File: src/rtl/csel_pipe_addsub.sv
// Two-stage pipelined carry-select adder/subtractor with optional signed saturation.
// The low half is added in stage 1. The high half, overflow and saturation are resolved in stage 2.
module csel_pipe_addsub #(
   parameter int WIDTH = 16,
   parameter int BLK   = 4
) (
   input  logic             clk,
   input  logic             rst_n,
   input  logic             in_valid,
   output logic             in_ready,
   input  logic [WIDTH-1:0] a,
   input  logic [WIDTH-1:0] b,
   input  logic             sub,
   input  logic             sat,
   output logic             out_valid,
   input  logic             out_ready,
   output logic [WIDTH-1:0] sum,
   output logic             cout,
   output logic             ovf
);

   // WIDTH must be a multiple of 2*BLK so that each half splits into whole blocks.
   localparam int HALF = WIDTH / 2;
   localparam int NBLK = HALF / BLK;

   // Generate/propagate lookahead for the first block, which has a known carry-in.
   function automatic logic [BLK:0] cla_blk(input logic [BLK-1:0] x, input logic [BLK-1:0] y,
                                            input logic ci);
      logic [BLK-1:0] g;
      logic [BLK-1:0] p;
      logic [BLK:0]   c;
      g    = x & y;
      p    = x ^ y;
      c    = '0;
      c[0] = ci;
      for (int i = 0; i < BLK; i++) c[i+1] = g[i] | (p[i] & c[i]);
      return {c[BLK], p ^ c[BLK-1:0]};
   endfunction

   // Later blocks precompute both carry-in cases, then select on the previous block's carry.
   function automatic logic [HALF:0] csel_half(input logic [HALF-1:0] x, input logic [HALF-1:0] y,
                                               input logic ci);
      logic [HALF-1:0] s;
      logic            c;
      logic [BLK:0]    r;
      logic [BLK:0]    r0;
      logic [BLK:0]    r1;
      s  = '0;
      r0 = '0;
      r1 = '0;
      r  = cla_blk(x[BLK-1:0], y[BLK-1:0], ci);
      s[BLK-1:0] = r[BLK-1:0];
      c  = r[BLK];
      for (int k = 1; k < NBLK; k++) begin
         r0 = {1'b0, x[k*BLK +: BLK]} + {1'b0, y[k*BLK +: BLK]};
         r1 = {1'b0, x[k*BLK +: BLK]} + {1'b0, y[k*BLK +: BLK]} + (BLK+1)'(1);
         r  = c ? r1 : r0;
         s[k*BLK +: BLK] = r[BLK-1:0];
         c  = r[BLK];
      end
      return {c, s};
   endfunction

   logic [WIDTH-1:0] bb;
   logic [HALF:0]    lo_res;
   logic             load;
   logic             adv2;

   logic             s1_v;
   logic [HALF-1:0]  s1_lo;
   logic             s1_c;
   logic [HALF-1:0]  s1_ahi;
   logic [HALF-1:0]  s1_bhi;
   logic             s1_amsb;
   logic             s1_sat;

   logic [HALF:0]    hi_res;
   logic [WIDTH-1:0] raw;
   logic             ovf_c;
   logic [WIDTH-1:0] sum_c;

   // Handshake: a stage advances only when the stage downstream is empty or draining this cycle.
   assign adv2     = s1_v && (!out_valid || out_ready);
   assign in_ready = !s1_v || adv2;
   assign load     = in_valid && in_ready;

   assign bb     = sub ? ~b : b;
   assign lo_res = csel_half(a[HALF-1:0], bb[HALF-1:0], sub);

   always_ff @(posedge clk or negedge rst_n) begin
      if (!rst_n) begin
         s1_v <= 1'b0;
      end else if (load) begin
         s1_v <= 1'b1;
      end else if (adv2) begin
         s1_v <= 1'b0;
      end
   end

   always_ff @(posedge clk or negedge rst_n) begin
      if (!rst_n) begin
         s1_lo   <= '0;
         s1_c    <= 1'b0;
         s1_ahi  <= '0;
         s1_bhi  <= '0;
         s1_amsb <= 1'b0;
         s1_sat  <= 1'b0;
      end else if (load) begin
         s1_lo   <= lo_res[HALF-1:0];
         s1_c    <= lo_res[HALF];
         s1_ahi  <= a[WIDTH-1:HALF];
         s1_bhi  <= bb[WIDTH-1:HALF];
         s1_amsb <= a[WIDTH-1];
         s1_sat  <= sat;
      end
   end

   assign hi_res = csel_half(s1_ahi, s1_bhi, s1_c);
   assign raw    = {hi_res[HALF-1:0], s1_lo};
   assign ovf_c  = (s1_amsb == s1_bhi[HALF-1]) && (raw[WIDTH-1] != s1_amsb);

   always_comb begin
      sum_c = raw;
      if (s1_sat && ovf_c) begin
         sum_c = s1_amsb ? {1'b1, {(WIDTH-1){1'b0}}} : {1'b0, {(WIDTH-1){1'b1}}};
      end
   end

   always_ff @(posedge clk or negedge rst_n) begin
      if (!rst_n) begin
         out_valid <= 1'b0;
      end else if (adv2) begin
         out_valid <= 1'b1;
      end else if (out_valid && out_ready) begin
         out_valid <= 1'b0;
      end
   end

   always_ff @(posedge clk or negedge rst_n) begin
      if (!rst_n) begin
         sum  <= '0;
         cout <= 1'b0;
         ovf  <= 1'b0;
      end else if (adv2) begin
         sum  <= sum_c;
         cout <= hi_res[HALF];
         ovf  <= ovf_c;
      end
   end

endmodule

File: config.mk
export PLATFORM = sky130hd
export DESIGN_NAME = csel_pipe_addsub
export DESIGN_NICKNAME = d
export VERILOG_FILES = /design/src/rtl/csel_pipe_addsub.sv
export SDC_FILE = /design/constraint.sdc
export NUM_CORES = 1
export LEC_CHECK = 0
export BUFFER_PORTS_ARGS = -buffer_cell sky130_fd_sc_hd__buf_2
export CAP_MARGIN = 20
export CORE_UTILIZATION = 35
export CTS_CLUSTER_SIZE = 40
export DETAILED_ROUTE_END_ITERATION = 6
export SETUP_SLACK_MARGIN = 0.1
export SKIP_CTS_REPAIR_TIMING = 1
export SYNTH_ARGS = -nofsm -noshare
export SYNTH_HDL_FRONTEND = slang
export SYNTH_SLANG_ARGS = --single-unit
File: constraint.sdc
create_clock -name clk -period 5.8 [get_ports clk]
set_input_delay 0.29 -clock clk [delete_from_list [all_inputs] [get_ports clk]]
set_output_delay 0.29 -clock clk [all_outputs]
set_load 0.01 [all_outputs]
==> results of run 1 <==
[power by group]
part           switching (mW)  internal (mW)  total (mW)
clock                   0.104         0.0810       0.185
sequential             0.0617          0.410       0.472
combinational           0.210          0.194       0.404
total                   0.376          0.685        1.06
[cells in the mapped netlist (all sizes together)]
| master | count |
|---|---|
| nand3b | 2 |
| nand2b | 3 |
| inv | 13 |
| ha | 10 |
| mux2 | 10 |
| clkbuf | 7 |
| a311oi | 1 |
| buf | 4 |
| o31ai | 2 |
| xnor2 | 17 |
| nor3 | 5 |
| nor4 | 1 |
| a221o | 12 |
| a21o | 3 |
| mux2i | 4 |
| o21ai | 17 |
| a211oi | 1 |
| nor2 | 7 |
| nor2b | 2 |
| nand3 | 4 |
| a21oi | 8 |
| nand2 | 23 |
| a31oi | 1 |
| a211o | 1 |
| or3b | 2 |
| xor2 | 11 |
| o21a | 1 |
| dfrtp | 46 |
| fa | 9 |
[routing by layer]
layer	track usage, %	part of all wire [%]
met1	18.29	51
met2	20.93	44
met3	3.016	4.2
met4	4.471	1.3
met5	0	0
[flip-flops by register name (all words and copies together), names as in the netlist]
signal,flops
s1_c,1
s1_lo,8
ovf,1
out_valid,1
s1_sat,1
s1_ahi,8
cout,1
sum,16
s1_bhi,8
s1_v,1
[final cells by class]
class,count,area [µm²]
inverter,13,48.80
fill,692,3901
tap,96,120.1
multi-input combinational,157,1321
clock buffer,5,68.82
timing repair buffer,60,322.8
clock inverter,2,10.01
sequential,46,1151
[worst paths after layout]
path | start | end | slack, ps
max in group asynchronous | rst_n | s1_lo[6] | 4890
hold reg to reg | ovf | ovf | 480
setup reg to reg | s1_ahi[0] | sum[8] | 2430
setup / recovery | s1_ahi[0] | sum[8] | 2430
hold / removal | in_valid | s1_v | 200
min in group asynchronous | rst_n | s1_v | 430
[cell families after synthesis]
kind of cell             share of synthesized area (%)
AO/OA/AOI/OAI                                    13.28
XOR/XNOR                                         10.55
adder cells (fa/ha/maj)                          11.87
buffers and inverters                            3.891
flip-flops                                       44.75
multiplexers                                     5.934
AND/OR/NAND/NOR                                  9.727
[worst register-to-register path, stage by stage (launching register included)]
cell     delay [ps]
dfrtp_1         390
inv_1            80
fa_1            180
inv_1            50
fa_1            380
fa_1            390
fa_1            470
nand3_1         170
nor2_4           60
xor2_4          200
nor4_4          720
or3b_1          220
[through the flow]
step / instances / hold WS (ps)
finish: 379 / 197.3
global route: 379 / 198.2
CTS: 377 / 191.7
detailed placement: 370 / 470.5
global placement: 370 / 463.9
floorplan: 227 / -5.591
==> flow_metrics.tcl, run 1 <==
set metrics [dict create \
    clkLatencyLatePin_ps 290 \
    dpl_cell_area_um2 2934 \
    synth_cells 227 \
    clk_pin_slew_ps 80 \
    vias_per_cell 4.660 \
    maxSlewHeadroom_pct 34.37 \
    synth.area.top_cells "dfrtp_1 (45%), fa_1 (7.0%), xnor2_1 (5.4%), ha_1 (4.9%), mux2_2 (4.4%)" \
    die_x_um 87.73 \
    fin_skew_ps 3.398 \
    grt-ovfl-total 0 \
    ys_ff_latch 46 \
    nets 340 \
    path_cells "inv_1 > fa_1 > inv_1 > fa_1 > fa_1 > fa_1 > nand3_1 > nor2_4 > xor2_4 > nor4_4 > or3b_1" \
    routed-via-count 1766 \
    max_cap_viol_count 0 \
    io_buffers 57 \
    fmax_mhz 296.5 \
    drv_slew 0 \
    crit_fanout 15 \
    outcome "complete, no violations" \
    crit_path_frequent_cell "fa_1" \
    mostFrequentLayoutCells "buf_2 (57), dfrtp_1 (46), nand2_1 (23)" \
    grt_pass1_vias 1708 \
    cp.depth 11 \
    cts_tree "done" \
    yosysWarnings 0 \
    drt_iter0_markers 67 \
    power.density_nw_per_um2 348.6 \
    antenna_left 0 \
    hp-class "in2reg" \
    dp_hpwl_um 3669 \
    ir_drop_uv 107.4 \
    slowest_delay_ps 720 \
    cp.arrival_ps 3610 \
    synth_cell_types 36 \
    htree_levels 2 \
    synthesis.nets 284 \
    finalSetupViolCount 0 \
    clockRootBuffer "clkbuf_8" \
    grt_antenna_before_repair 0 \
    min_path_cells 2 \
    cp_top_family "adder cells" \
    finalWorstPathRequiredPeriod_ps 3373 \
    final_common_cell "buf_2" \
    crit_buf_inv 2 \
    row_count 30 \
    fp.dieH_um 87.73 \
    critical_path_class "reg2reg" \
    final_area_um2 3043 \
    cts_buffers 5 \
    post-place-ws_ps 2426 \
    track_usage_pct 13.35 \
    synthDominantCellAreaShare_pct 44.75 \
    grt_first_pass_wirelength_um 7921 \
    required_ps 6030 \
    syn2layout_area_growth_pct 18.29 \
    dieArea_um2 7697 \
    worstRegToRegCells 11 \
    p_leak_nw 1.444 \
    routedWlPerCell_um 12.95 \
    fin_tns_setup_ps 0 \
    synth_top_area_cell "dfrtp_1" \
    power_mw 1.061 \
    grt_max_degree 47 \
    gp_congestion 0.7103 \
    clock_sinks 46 \
    startpoint_type "flip-flop" \
    ys_seq_area_share_pct 44.75 \
    syn_avg_cell_area_um2 11.33 \
    drive_above_1_share_pct 29.33 \
    setup_ws_ps 2427 \
    worstMarginPinSlew_ps 982.0 \
    start_util_pct 37.05 \
    io_pins 58 \
    routed_wl_um 4909 \
    fin_crit_sh_pct 58.15 \
    synth_area_um2 2572 \
    hold_violations 0 \
    clk_path_buf_depth 2 \
    rsz0062_at_grt "false" \
    antenna_cells 0 \
    drt-pass1-iter-count 4 \
    worst_path_max_delay_cell "nor4_4" \
    core_area_um2 6944 \
    final_util_pct 43.82 \
    drc 0 \
    end_kind "flip-flop" \
]
Note: power is estimated with default switching activity, not from simulation.
==> run 2, diff against run 1 <==
ABC_AREA = 1   (was not set)
clock period = 3.15 ns   (was 5.8 ns; I/O delays follow)
==> flow_metrics.tcl, run 2 <==
set metrics [dict create \
    drc 0 \
    drive_above_1_share_pct 23.36 \
    dpl_cell_area_um2 2935 \
    fill_cells 698 \
    finalWorstPathRequiredPeriod_ps 2809 \
    routedWlPerCell_um 11.60 \
    yosysWarnings 0 \
    outcome "complete, no violations" \
    clk_pin_slew_ps 90 \
    final_area_um2 3089 \
    core_area_um2 6944 \
    grt-ovfl-total 0 \
    synth.most_common_cell "nand2_1" \
    syn2layout_area_growth_pct 20.38 \
    power.density_nw_per_um2 676.9 \
    nets 407 \
    start_util_pct 36.95 \
    final_common_cell "nand2_1" \
    ys_seq_area_share_pct 44.86 \
    regMostFlops "sum" \
    synth_edf_count 0 \
    mostFrequentLayoutCells "nand2_1 (80), buf_2 (57), dfrtp_1 (46)" \
    die_x_um 87.63 \
    dr_wl_met2_um 2304 \
    dp_hpwl_um 3882 \
    syn_avg_cell_area_um2 8.819 \
    worstMarginPinSlew_ps 435.2 \
    fin_crit_sh_pct 89.17 \
    drt-pass1-iter-count 4 \
    cts_buffers 5 \
    end_kind "flip-flop" \
    register_area_um2 1151 \
    synth.area.top_cells "dfrtp_1 (45%), nand2_1 (12%), fa_1 (7.0%), xnor2_1 (5.5%), ha_1 (4.9%)" \
    synth_cell_types 27 \
    grt_first_pass_wirelength_um 8818 \
    routed-via-count 2014 \
    hp-class "in2reg" \
    largest_reg_flops 16 \
    hold_slack_ps 43.61 \
    synth-main-ff-cell "dfrtp_1" \
    clkLatencyLatePin_ps 310 \
    antenna_left 0 \
    dieArea_um2 7678 \
    ys_ff_latch 46 \
    synth_area_um2 2566 \
    grt_antenna_before_repair 0 \
    clock_sinks 46 \
    grt_pass1_vias 1941 \
    met1_length_um 2621 \
    io_buffers 57 \
    drt_iter0_markers 59 \
    startpoint_type "flip-flop" \
    cts_tree "done" \
    wl_met3_um 173 \
    htree_levels 2 \
    fmax_mhz 356.0 \
    row_count 30 \
    synthDominantCellAreaShare_pct 44.86 \
    crit_fanout 8 \
    max_cap_viol_count 0 \
    clk_path_buf_depth 2 \
    critical_path_class "reg2reg" \
    rsz0062_at_grt "false" \
    hold_violations 0 \
    synthTopCellsByCount "nand2_1 (80), dfrtp_1 (46), inv_1 (23), o21ai_0 (23), nor2_1 (19)" \
    fin_tns_setup_ps 0 \
    antenna_cells 0 \
    fp.dieH_um 87.63 \
    synthesis.nets 348 \
    grt_max_degree 47 \
    multi_input_area_um2 1294 \
    gp_congestion 0.8313 \
    finalSetupViolCount 0 \
    fin_skew_ps 7.712 \
    ir_drop_uv 197.3 \
    required_ps 3350 \
    async_flop_share_pct 100.0 \
    io_pins 58 \
    cp.arrival_ps 3010 \
    p_leak_nw 1.539 \
    vias_per_cell 4.506 \
    synth_cells 291 \
    routed_wl_um 5187 \
    track_usage_pct 14.86 \
    maxSlewHeadroom_pct 70.81 \
    highest_layer "met4" \
    drv_slew 0 \
    synth_top_area_cell "dfrtp_1" \
    clockRootBuffer "clkbuf_8" \
]
[run 2: final cells by class]
cell class                      count  area share [%]
Tap cell                           96           3.888
Timing Repair Buffer               61           10.69
Clock inverter                      3          0.8100
Sequential cell                    46           37.26
Inverter                           26           3.240
Multi-Input combinational cell    210           41.88
Clock buffer                        5           2.228
[run 2: metal layers]
metal | vias to the layer above | GRT usage (%)
li1 | 1041 | -
met1 | 931 | 20.71
met2 | 37 | 22.73
met3 | 5 | 3.110
met4 | 0 | 5.812
met5 | - | 0
[run 2: cells by family after synthesis]
group           count (synthesis)  share of synthesized area (%)
compound gates                 43                          8.679
xor+xnor                       24                          8.191
fa+ha+maj                      19                          11.90
buf+inv                        36                          5.802
flops                          46                          44.86
mux                             1                         0.3901
simple gates                  122                          20.19
[run 2: report_power, final]
part,switching (mW),total (mW),internal [mW]
clock network,0.216,0.376,0.160
logic,0.489,0.833,0.344
registers,0.113,0.882,0.769
[run 2: final timing paths]
check,startpoint,endpoint,slack [ps],cells past startpoint
hold / removal,a[13],s1_ahi[5],40,3
setup / recovery,s1_c,sum[11],340,16
setup reg to reg,s1_c,sum[11],340,16
min in group asynchronous,rst_n,sum[11],290,2
hold reg to reg,ovf,ovf,480,2
max in group asynchronous,rst_n,s1_lo[2],2370,3
[run 2: stage by stage]
step           util, %  instances  total power, mW  setup WS, ps
2_1_floorplan        -        291            1.432         383.3
3_3_place_gp     42.27        436            1.683         270.3
3_5_place_dp     42.27        436            1.705         190.8
4_1_cts          43.62        444            2.082         190.1
5_1_grt          44.49        447            2.278         114.4
6_report         44.49        447            2.091         341.2
[run 2: critical path, cell delays in order, from the launching register on]
cell	delay, ps
dfrtp_1	390
inv_1	80
fa_1	170
inv_1	50
fa_1	370
fa_2	360
fa_2	420
nand2_1	90
nor2_1	40
nand3_1	70
nand3_2	100
nand2_2	80
nand2_1	90
nand2_4	100
nand3_4	110
nand2_1	110
a21oi_1	70
==> run 3, diff against run 2 <==
==> constraint.sdc (replaced) <==
create_clock -name clk -period 3.15 [get_ports clk]
set_input_delay 0.315 -clock clk [delete_from_list [all_inputs] [get_ports clk]]
set_output_delay 0.315 -clock clk [all_outputs]
set_load 0.01 [all_outputs]
==> flow_metrics.tcl, run 3 (synthesis gave the netlist of run 2 again) <==
set metrics [dict create \
    fp.dieH_um 87.63 \
    crit_fanout 16 \
    r2r-start "s1_c" \
    p_leak_nw 1.537 \
    fin_tns_setup_ps 0 \
    io_pins 58 \
    ir_drop_uv 182.8 \
    cts_tree "done" \
    grt_first_pass_wirelength_um 8887 \
    clk_pin_slew_ps 90 \
    worst_path_max_delay_cell "fa_2" \
    hold_slack_ps 203.5 \
    slowest_delay_ps 400 \
    cts_buffers 5 \
    fmax_mhz 354.4 \
    largest_reg_flops 16 \
    path_cells "inv_1 > fa_1 > inv_1 > fa_1 > fa_1 > fa_2 > nand2_1 > nor2_1 > nand3_1 > nand3_2 > nand2_2 > nand2_1 > nand2_2 > nand3_4 > nand2_1 > a21oi_1" \
    cp.arrival_ps 3010 \
    final_common_cell "nand2_1" \
    outcome "complete, no violations" \
    row_count 30 \
    fin_crit_sh_pct 89.57 \
    rsz0062_at_grt "false" \
    required_ps 3340 \
    regMostFlops "sum" \
    end_kind "flip-flop" \
    register_area_um2 1151 \
    multi_input_area_um2 1269 \
    io_buffers 57 \
    crit_buf_inv 2 \
    finalNonFillerCells 446 \
    hp-class "in2reg" \
    dpl.cell_count 436 \
    cp.depth 16 \
    finalSetupViolCount 0 \
    vias_per_cell 4.404 \
    drive_above_1_share_pct 22.86 \
    clkLatencyLatePin_ps 310 \
    gp_congestion 0.8177 \
    track_usage_pct 14.77 \
    crit_end "sum[14]" \
    drt-pass1-iter-count 4 \
    drv_slew 0 \
    mostFrequentLayoutCells "nand2_1 (80), buf_2 (57), dfrtp_1 (46)" \
    power.density_nw_per_um2 670.5 \
    fin_skew_ps 8.204 \
    routedWlPerCell_um 11.25 \
    antenna_cells 0 \
    grt_max_degree 47 \
    reg2reg_to "sum[14]" \
    maxSlewHeadroom_pct 69.75 \
    fill_cells 703 \
    core_area_um2 6944 \
    rrSetupSlack_ps 330 \
    grt_pass1_vias 1951 \
    clock_sinks 46 \
    grt-ovfl-total 0 \
    routed-via-count 1964 \
    crit_start "s1_c" \
    syn2layout_area_growth_pct 19.41 \
    drt_iter0_markers 61 \
    routed_wl_um 5016 \
    critical_path_class "reg2reg" \
    startpoint_type "flip-flop" \
    power_mw 2.055 \
    antenna_left 0 \
    dieArea_um2 7678 \
    worstRegToRegCells 16 \
    grt_antenna_before_repair 0 \
    die_x_um 87.63 \
    max_cap_viol_count 0 \
    drc 0 \
    finalWorstPathRequiredPeriod_ps 2821 \
    htree_levels 2 \
    clk_path_buf_depth 2 \
    start_util_pct 36.95 \
    cp_top_family "adder cells" \
    dp_hpwl_um 3856 \
    nets 406 \
    clockRootBuffer "clkbuf_8" \
    worstMarginPinSlew_ps 451.0 \
    hold_violations 0 \
]
## run 3: routing by layer
layer | part of all wire, % | GRT usage [%] | up-vias
li1 | - | - | 1036
met1 | 51 | 21.21 | 884
met2 | 43 | 22.02 | 37
met3 | 3.9 | 3.393 | 7
met4 | 1.6 | 4.918 | 0
met5 | 0 | 0 | -
## run 3: worst reg2reg max path, stage by stage (launching register included)
cell	delay [ps]
dfrtp_1	390
inv_1	80
fa_1	170
inv_1	50
fa_1	370
fa_1	390
fa_2	400
nand2_1	90
nor2_1	40
nand3_1	70
nand3_2	90
nand2_2	80
nand2_1	60
nand2_2	90
nand3_4	160
nand2_1	120
a21oi_1	70
## run 3: power by group
| part | internal, mW | switching [mW] | total, mW | leakage (nW) |
|---|---|---|---|---|
| Sequential | 0.769 | 0.108 | 0.877 | 0.548 |
| Clock | 0.160 | 0.213 | 0.373 | 0.0447 |
| Combinational | 0.336 | 0.468 | 0.804 | 0.945 |
| Total | 1.27 | 0.789 | 2.05 | 1.54 |
## run 3: final cells by class
cell class / count / share of cell area, %
Timing Repair Buffer: 61 / 10.78
Clock buffer: 5 / 2.246
Sequential cell: 46 / 37.57
Multi-Input combinational cell: 209 / 41.40
Inverter: 26 / 3.267
Tap cell: 96 / 3.920
Clock inverter: 3 / 0.8167
## run 3: worst min path at each step
| stage | cells past startpoint | slack [ps] | endpoint | start |
|---|---|---|---|---|
| global route | 3 | 210 | s1_ahi[5] | a[13] |
| global placement | 2 | 470 | sum[15] | sum[15] |
| finish | 3 | 200 | s1_ahi[2] | a[10] |
| CTS | 3 | 190 | s1_ahi[6] | a[14] |
| detailed placement | 2 | 460 | ovf | ovf |
| floorplan | 0 | 20 | cout | rst_n |
## run 3: stage by stage
stage	cell area, µm²	util [%]	setup slack, ps
4_1_cts	3029	43.62	187.2
3_3_place_gp	2935	42.27	271.3
2_1_floorplan	2566	-	363.7
3_5_place_dp	2935	42.27	206.4
6_report	3064	44.13	328.7
5_1_grt	3064	44.13	124.3
